File: config.mk
export PLATFORM = sky130hd
export DESIGN_NAME = if_stage
export DESIGN_NICKNAME = d
export VERILOG_FILES = /design/src/rtl/if_stage.sv
export SDC_FILE = /design/constraint.sdc
export NUM_CORES = 1
export LEC_CHECK = 0
export ABC_AREA = 1
export ABC_CLOCK_PERIOD_IN_PS = 5900
export BUFFER_PORTS_ARGS = -buffer_cell sky130_fd_sc_hd__buf_2
export CAP_MARGIN = 20
export CORE_MARGIN = 2
export CORE_UTILIZATION = 52
export CTS_CLUSTER_DIAMETER = 100
export DETAILED_ROUTE_END_ITERATION = 7
export PLACE_DENSITY = 0.75
export SYNTH_ARGS = -nofsm -noshare
export SYNTH_HDL_FRONTEND = slang
export SYNTH_SLANG_ARGS = --single-unit
File: constraint.sdc
create_clock -name i_clk -period 5.9 [get_ports i_clk]
set_input_delay 0.885 -clock i_clk [delete_from_list [all_inputs] [get_ports i_clk]]
set_output_delay 0.885 -clock i_clk [all_outputs]
set_load 0.1 [all_outputs]
File: src/rtl/if_stage.sv
// Instruction-fetch stage: owns the PC, issues 1-cycle-latency imem reads and presents {pc, inst} from a small FIFO.
// Optional IF_MISALIGN_CHECK_EN adds o_misaligned and halts on a misaligned redirect target.
module if_stage #(
    parameter logic [31:0] RESET_ADDR = 32'h0000_0000,
    parameter int          BUF_DEPTH  = 2
) (
    input  logic        i_clk,
    input  logic        i_rst,
    output logic [31:0] o_imem_raddr,
    output logic        o_imem_ren,
    input  logic [31:0] i_imem_rdata,
    input  logic        i_stall,
    input  logic        i_redirect,
    input  logic [31:0] i_redirect_pc,
    input  logic        i_halt,
    output logic        o_valid,
    output logic [31:0] o_inst,
    output logic [31:0] o_pc,
    output logic        o_halted
`ifdef IF_MISALIGN_CHECK_EN
    ,
    output logic        o_misaligned
`endif
);

    localparam int          PW  = (BUF_DEPTH > 2) ? 2 : 1;
    localparam int          CW  = 3;
    localparam logic [31:0] NOP = 32'h0000_0013;

    typedef enum logic [1:0] {BOOT, RUN, HALT} state_t;

    state_t          state_reg;
    logic [31:0]     pc_reg;
    logic [31:0]     resp_addr_reg;
    logic            resp_pending_reg;
    logic [PW-1:0]   rd_ptr_reg;
    logic [PW-1:0]   wr_ptr_reg;
    logic [CW-1:0]   count_reg;
    logic [31:0]     slot_pc   [BUF_DEPTH];
    logic [31:0]     slot_inst [BUF_DEPTH];

    logic            running;
    logic            deq;
    logic            flush;
    logic            push;
    logic            ren;
    logic [CW-1:0]   credit_used;
    logic [31:0]     target_pc;
    logic            bad_target;

    function automatic logic [PW-1:0] bump(input logic [PW-1:0] p);
        return (p == PW'(BUF_DEPTH - 1)) ? '0 : p + PW'(1);
    endfunction

    assign running     = (state_reg == RUN);
    assign o_valid     = (count_reg != '0);
    assign deq         = o_valid & ~i_stall;
    assign flush       = running & (i_halt | i_redirect);
    // Slots already promised: buffered words plus the word in flight, minus the one leaving now.
    assign credit_used = count_reg + CW'(resp_pending_reg) - CW'(deq);
    assign ren         = running & (credit_used < CW'(BUF_DEPTH)) & ~i_redirect & ~i_halt;
    assign push        = resp_pending_reg & ~flush;

`ifdef IF_MISALIGN_CHECK_EN
    logic misaligned_reg;
    assign target_pc    = i_redirect_pc;
    assign bad_target   = |i_redirect_pc[1:0];
    assign o_misaligned = misaligned_reg;
`else
    logic unused_low_bits;
    assign unused_low_bits = ^i_redirect_pc[1:0];
    assign target_pc       = {i_redirect_pc[31:2], 2'b00};
    assign bad_target      = 1'b0;
`endif

    assign o_imem_raddr = pc_reg;
    assign o_imem_ren   = ren;
    assign o_inst       = o_valid ? slot_inst[rd_ptr_reg] : NOP;
    assign o_pc         = o_valid ? slot_pc[rd_ptr_reg] : pc_reg;
    assign o_halted     = (state_reg == HALT);

    // Payload slots carry no reset: validity lives entirely in count_reg.
    for (genvar gi = 0; gi < BUF_DEPTH; gi++) begin : g_slot
        logic [31:0] pc_reg_q;
        logic [31:0] inst_reg_q;
        always_ff @(posedge i_clk) begin
            if (push && (wr_ptr_reg == PW'(gi))) begin
                pc_reg_q   <= resp_addr_reg;
                inst_reg_q <= i_imem_rdata;
            end
        end
        assign slot_pc[gi]   = pc_reg_q;
        assign slot_inst[gi] = inst_reg_q;
    end

    always_ff @(posedge i_clk or posedge i_rst) begin
        if (i_rst) begin
            state_reg        <= BOOT;
            pc_reg           <= RESET_ADDR;
            resp_addr_reg    <= RESET_ADDR;
            resp_pending_reg <= 1'b0;
            rd_ptr_reg       <= '0;
            wr_ptr_reg       <= '0;
            count_reg        <= '0;
`ifdef IF_MISALIGN_CHECK_EN
            misaligned_reg   <= 1'b0;
`endif
        end else begin
            case (state_reg)
                BOOT: state_reg <= RUN;
                RUN: begin
                    if (i_halt) begin
                        state_reg        <= HALT;
                        resp_pending_reg <= 1'b0;
                        rd_ptr_reg       <= '0;
                        wr_ptr_reg       <= '0;
                        count_reg        <= '0;
                    end else if (i_redirect) begin
                        pc_reg           <= target_pc;
                        resp_pending_reg <= 1'b0;
                        rd_ptr_reg       <= '0;
                        wr_ptr_reg       <= '0;
                        count_reg        <= '0;
                        if (bad_target) begin
                            state_reg <= HALT;
`ifdef IF_MISALIGN_CHECK_EN
                            misaligned_reg <= 1'b1;
`endif
                        end
                    end else begin
                        if (ren) begin
                            pc_reg        <= pc_reg + 32'd4;
                            resp_addr_reg <= pc_reg;
                        end
                        resp_pending_reg <= ren;
                        if (push) wr_ptr_reg <= bump(wr_ptr_reg);
                        if (deq)  rd_ptr_reg <= bump(rd_ptr_reg);
                        count_reg <= count_reg + CW'(push) - CW'(deq);
                    end
                end
                HALT: state_reg <= HALT;
                default: state_reg <= HALT;
            endcase
        end
    end

endmodule

---- After elaboration in Yosys (flattened, before gate mapping) ----
Cells that the tools add are included.
word-level totals
  register bits after elaboration ......... 200
  output and inout port bits .............. 99
  word-level logic and storage cells ...... 71
operators by class
  $add $sub $neg .......................... 7
  order comparisons ....................... 2
  equality and inequality tests ........... 3
  mux-type cells .......................... 24
  bitwise operators ....................... 13
  reduce and logical (&&, ||, !) cells .... 11
operator list
  kind                     count
  $mux W32                 10
  $add A32 B3 Y32 const B  1
  $mux W1                  10
  $reduce_bool A3 Y1       3
  $add A3 B1 Y3            2
  $and A1 B1 Y1            6
  $mux W3                  2
  $sub A3 B1 Y3            2
  $not A1 Y1               5
  $pmux W2 S2              1
  $reduce_and A2 Y1        2
  $reduce_and A4 Y1        1
  $lt A3 B2 Y1 const B     1
  $reduce_and A3 Y1        1
  $add A1 B1 Y1 const B    2
  $eq A2 B1 Y1 const B     1
  $eq A2 B2 Y1 const B     1
  $ge A2 B2 Y1 const B     1
  $logic_and A1 B1 Y1      2
  $logic_not A2 Y1         1
  $mux W2                  1
  $ne A2 B2 Y1 const B     1
  $not A1 Y2               1
  $reduce_bool A2 Y1       1
  $or A1 B1 Y1             1

---- Longest topological paths before layout ----
  word-level depth ........................ 9
  mapped depth ............................ 17
  depth with buffers taken out ............ 16

---- Worst setup path before layout ----
OpenSTA, ideal clock, no wires.
  path type ............................... input-to-reg
  from .................................... input port i_redirect
  to ...................................... register g_slot[0].inst_reg_q[0], enable pin
  library setup time ...................... 484 ps
  arrival ................................. 4069 ps
  path slack .............................. 1347 ps
  stages .................................. 6
  path buffers ............................ 1
  path through ............................ buf_4 -> nor2_1 -> nor2_1 -> nor2_2 -> inv_1 -> nor2_1
on the way
  word-level cells in the longest chain between the ends .. 5
RTL lines
  item                  line  source
  from (decl)           13    input logic i_redirect,
  $or A1 B1 Y1          58    assign flush = running & (i_halt | i_redirect);
  $and A1 B1 Y1         58
  $not A1 Y1            62    assign push = resp_pending_reg & ~flush;
  $and A1 B1 Y1         62
  $logic_and A1 B1 Y1   87    if (push && (wr_ptr_reg == PW'(gi))) begin
  to (signal assigned)  89    inst_reg_q <= i_imem_rdata;
  to (decl)             85    logic [31:0] inst_reg_q;
No other way between the ends.
A chain may end at the register's enable or synchronous reset.

---- Worst setup path after layout ----
  from .................................... register count_reg[1]
  to ...................................... output port o_imem_ren
on the way
  word-level cells in the longest chain between the ends .. 7
  elaborated cells between the ends (all ways) .. 8
  those cells by class .................... 2 x add/sub; 1 x order compare; 4 x bitwise; 1 x reduce/logical
RTL lines
  item                                                                   line  source
  from (decl)                                                            38    logic [CW-1:0] count_reg;
  from (signal assigned)                                                 138   count_reg <= count_reg + CW'(push) - CW'(deq);
  parallel branches: the longest is 2 deep, another holds $add A3 B1 Y3  n/a
  $sub A3 B1 Y3 (*)                                                      60    assign credit_used = count_reg + CW'(resp_pending_reg) - CW'(deq);
  $lt A3 B2 Y1 (*)                                                       61    assign ren = running & (credit_used < CW'(BUF_DEPTH)) & ~i_redirect & ~i_halt;
  $and A1 B1 Y1 (*) (3 in series)                                        61
  to (decl)                                                              10    output logic o_imem_ren,
Every way passes the cells marked *.

==> results.yml <==
outcome:
  status: "finished, final reports clean"
place:
  gp_congestion: 0.857
  port_buffers: 161
  hpwl_um: 14000
yosys:
  netlist_instances: 1019
  ys.flop_type: "edfxtp_1"
  synth_area_leaders: "edfxtp_1 (41%), dfrtp_1 (19%), nand2_1 (17%), nor2_1 (4.1%), inv_1 (3.5%)"
  async_flop_share: 0.354
  seq_area_frac_synth: 0.591
  synth_common_cells: "nand2_1 (404), edfxtp_1 (124), nor2_1 (100)"
  synth_edf_count: 124
  synth.distinct_cells: 31
  synth_area_leader_cell: "edfxtp_1"
  synth_warnings: 0
  post-synth-top-area-fraction: 0.406
  synth_most_common_cell: "nand2_1"
  synth-seq-cells: 192
  avgSynthCellArea_um2: 9.01
  synthesis.area_um2: 9180
final_layout:
  areaGrowthSynthToFinish_pct: 16.3
  reg.largest.list: "g_slot.inst_reg_q x64, g_slot.pc_reg_q x60"
  drive_gt1_frac: 0.235
  largest_reg_flops: 64
  regMostFlops: "g_slot.inst_reg_q"
  nets: 1236
timing:
  final.setup.tns_ps: 0
  period_needed_ps: 4330
  slew_violations: 0
  setup_violations: 0
  worst_slew_pin_slew_ps: 938
  max_freq_mhz: 231
  relSlewSlack: 0.375
  fin_crit_sh: 0.733
  skew_ps: 6.52
  hold_violations: 0
  rsz0062_at_grt: "no"
critical_path:
  cp_max_fo: 62
  critPathArrivalTime_ps: 3440
  crit_type: "flip-flop to output pin"
  required_ps: 5020
  start_kind: "flip-flop"
  crit_path_end_kind: "output pin"
routing:
  drc: 0
  vias: 7149
  drt_iter0_drc: 501
  drtAntennaViolNets: 0
  wire_per_inst_um: 14.9
  avgViaCountPerCell: 5.10
  wl_um: 21000
  dr.pass1.iters: 5
global_routing:
  grt_pass1_vias: 6662
  grt_pass1_wl_um: 33300
  track_usage: 0.233
  grt_max_degree: 94
  grt_antenna_before_repair: 2
  grt_overflow_total: 0
clock_network:
  cts_tree: "built"
  cts.sinks: 192
  ctsRootBufferMaster: "clkbuf_16"
  numCtsBuffers: 17
  cts.clk_slew.worst_paths_ps: 70
  cts_hold_buf: 0
  clk_latency_ps: 430
  htreeDepth: 4
  clockBufferDepth: 2
  cts_resized: 0
  post_cts_buffers: 0
floorplan:
  start_util: 0.531
  die-area_um2: 18700
  die-height_um: 137
  rows: 48
  die_w_um: 137
  core_area_um2: 17300
  io_pins: 168
worst_hold_path:
  hold_class: "flip-flop to flip-flop"
job:
  maxCapViolations: 0
-- cell families (layout without fill, tap and decap cells) --
logic type,count (synthesis),count (layout),synth area share
compound gates,86,86,0.0635
simple gates,594,594,0.266
buf+inv,138,292,0.0684
fa+ha+maj,4,4,0.00709
flops,192,192,0.591
other cells,1,6,0.000408
xor+xnor,4,4,0.00382
-- placed cells by master, fill, tap and decap left out, types with 2 or more instances in the layout --
| master | instances |
|---|---|
| clkbuf_16 | 17 |
| nand2_2 | 13 |
| xnor2_1 | 2 |
| inv_6 | 6 |
| o22ai_1 | 2 |
| xor2_1 | 2 |
| fa_1 | 2 |
| clkinv_1 | 3 |
| a21oi_1 | 3 |
| edfxtp_1 | 124 |
| nand3_1 | 50 |
| buf_2 | 161 |
| conb_1 | 4 |
| nor2_1 | 98 |
| inv_2 | 6 |
| diode_2 | 2 |
| nand4_1 | 2 |
| nor2_2 | 18 |
| inv_1 | 84 |
| dfrtp_1 | 67 |
| o21ai_1 | 9 |
| o21ai_2 | 30 |
| o21ai_0 | 12 |
| ha_1 | 2 |
| clkinv_8 | 2 |
| a31oi_1 | 30 |
| buf_4 | 7 |
| clkinv_4 | 3 |
| nand2_1 | 403 |
| nor2_4 | 6 |
-- per-stage QoR --
stage | std cells | setup WS, ps | util | cell area [um2] | hold WS (ps)
after floorplan | 1022 | 1350 | - | 9190 | 442
after global placement | 1368 | 1760 | 0.582 | 10100 | 449
after detailed placement | 1368 | 1710 | 0.582 | 10100 | 456
after CTS | 1400 | 1530 | 0.616 | 10600 | 477
after global routing | 1403 | 1260 | 0.617 | 10700 | 490
final | 1403 | 1570 | 0.617 | 10700 | 477
-- routing by layer --
metal	up-vias	GRT usage	wire [um]
li1	3552	-	-
met1	3302	0.310	9090
met2	265	0.385	9950
met3	30	0.0504	1510
met4	0	0.0745	408
met5	-	0	0
-- final timing paths --
path	start	end	slack [ps]	cells past startpoint
worst max-delay path	count_reg[1]	o_imem_ren	1570	13
worst min-delay path	resp_addr_reg[29]	g_slot[1].pc_reg_q[29]	480	0
worst max register to register	count_reg[1]	o_imem_raddr[10]	2810	14
worst min register to register	resp_addr_reg[29]	g_slot[1].pc_reg_q[29]	480	0
max in group asynchronous	i_rst	rd_ptr_reg	4580	3
min in group asynchronous	i_rst	resp_addr_reg[8]	720	3
-- critical path, stage by stage (launching register included) --
cell     delay, ps
dfrtp_1        450
inv_1          100
nand2_2        100
inv_1           60
nand2_2         60
nand2_1        120
nand2_1         90
nand3_1         80
fa_1           380
nand2_1         90
and2_1         170
nand3_4        620
inv_1          220
buf_2          450
-- cell type report --
cell class	instances	area, um2
Timing Repair Buffer	169	886
Clock buffer	17	425
Antenna cell	2	5.00
Multi-Input combinational cell	692	3160
Inverter	91	342
Clock inverter	15	156
Tap cell	225	282
Fill cell	1472	6620
Sequential cell	192	5430
Power is not shown: default switching activity piles up to over one toggle a cycle in this logic, so the estimate is an artifact.
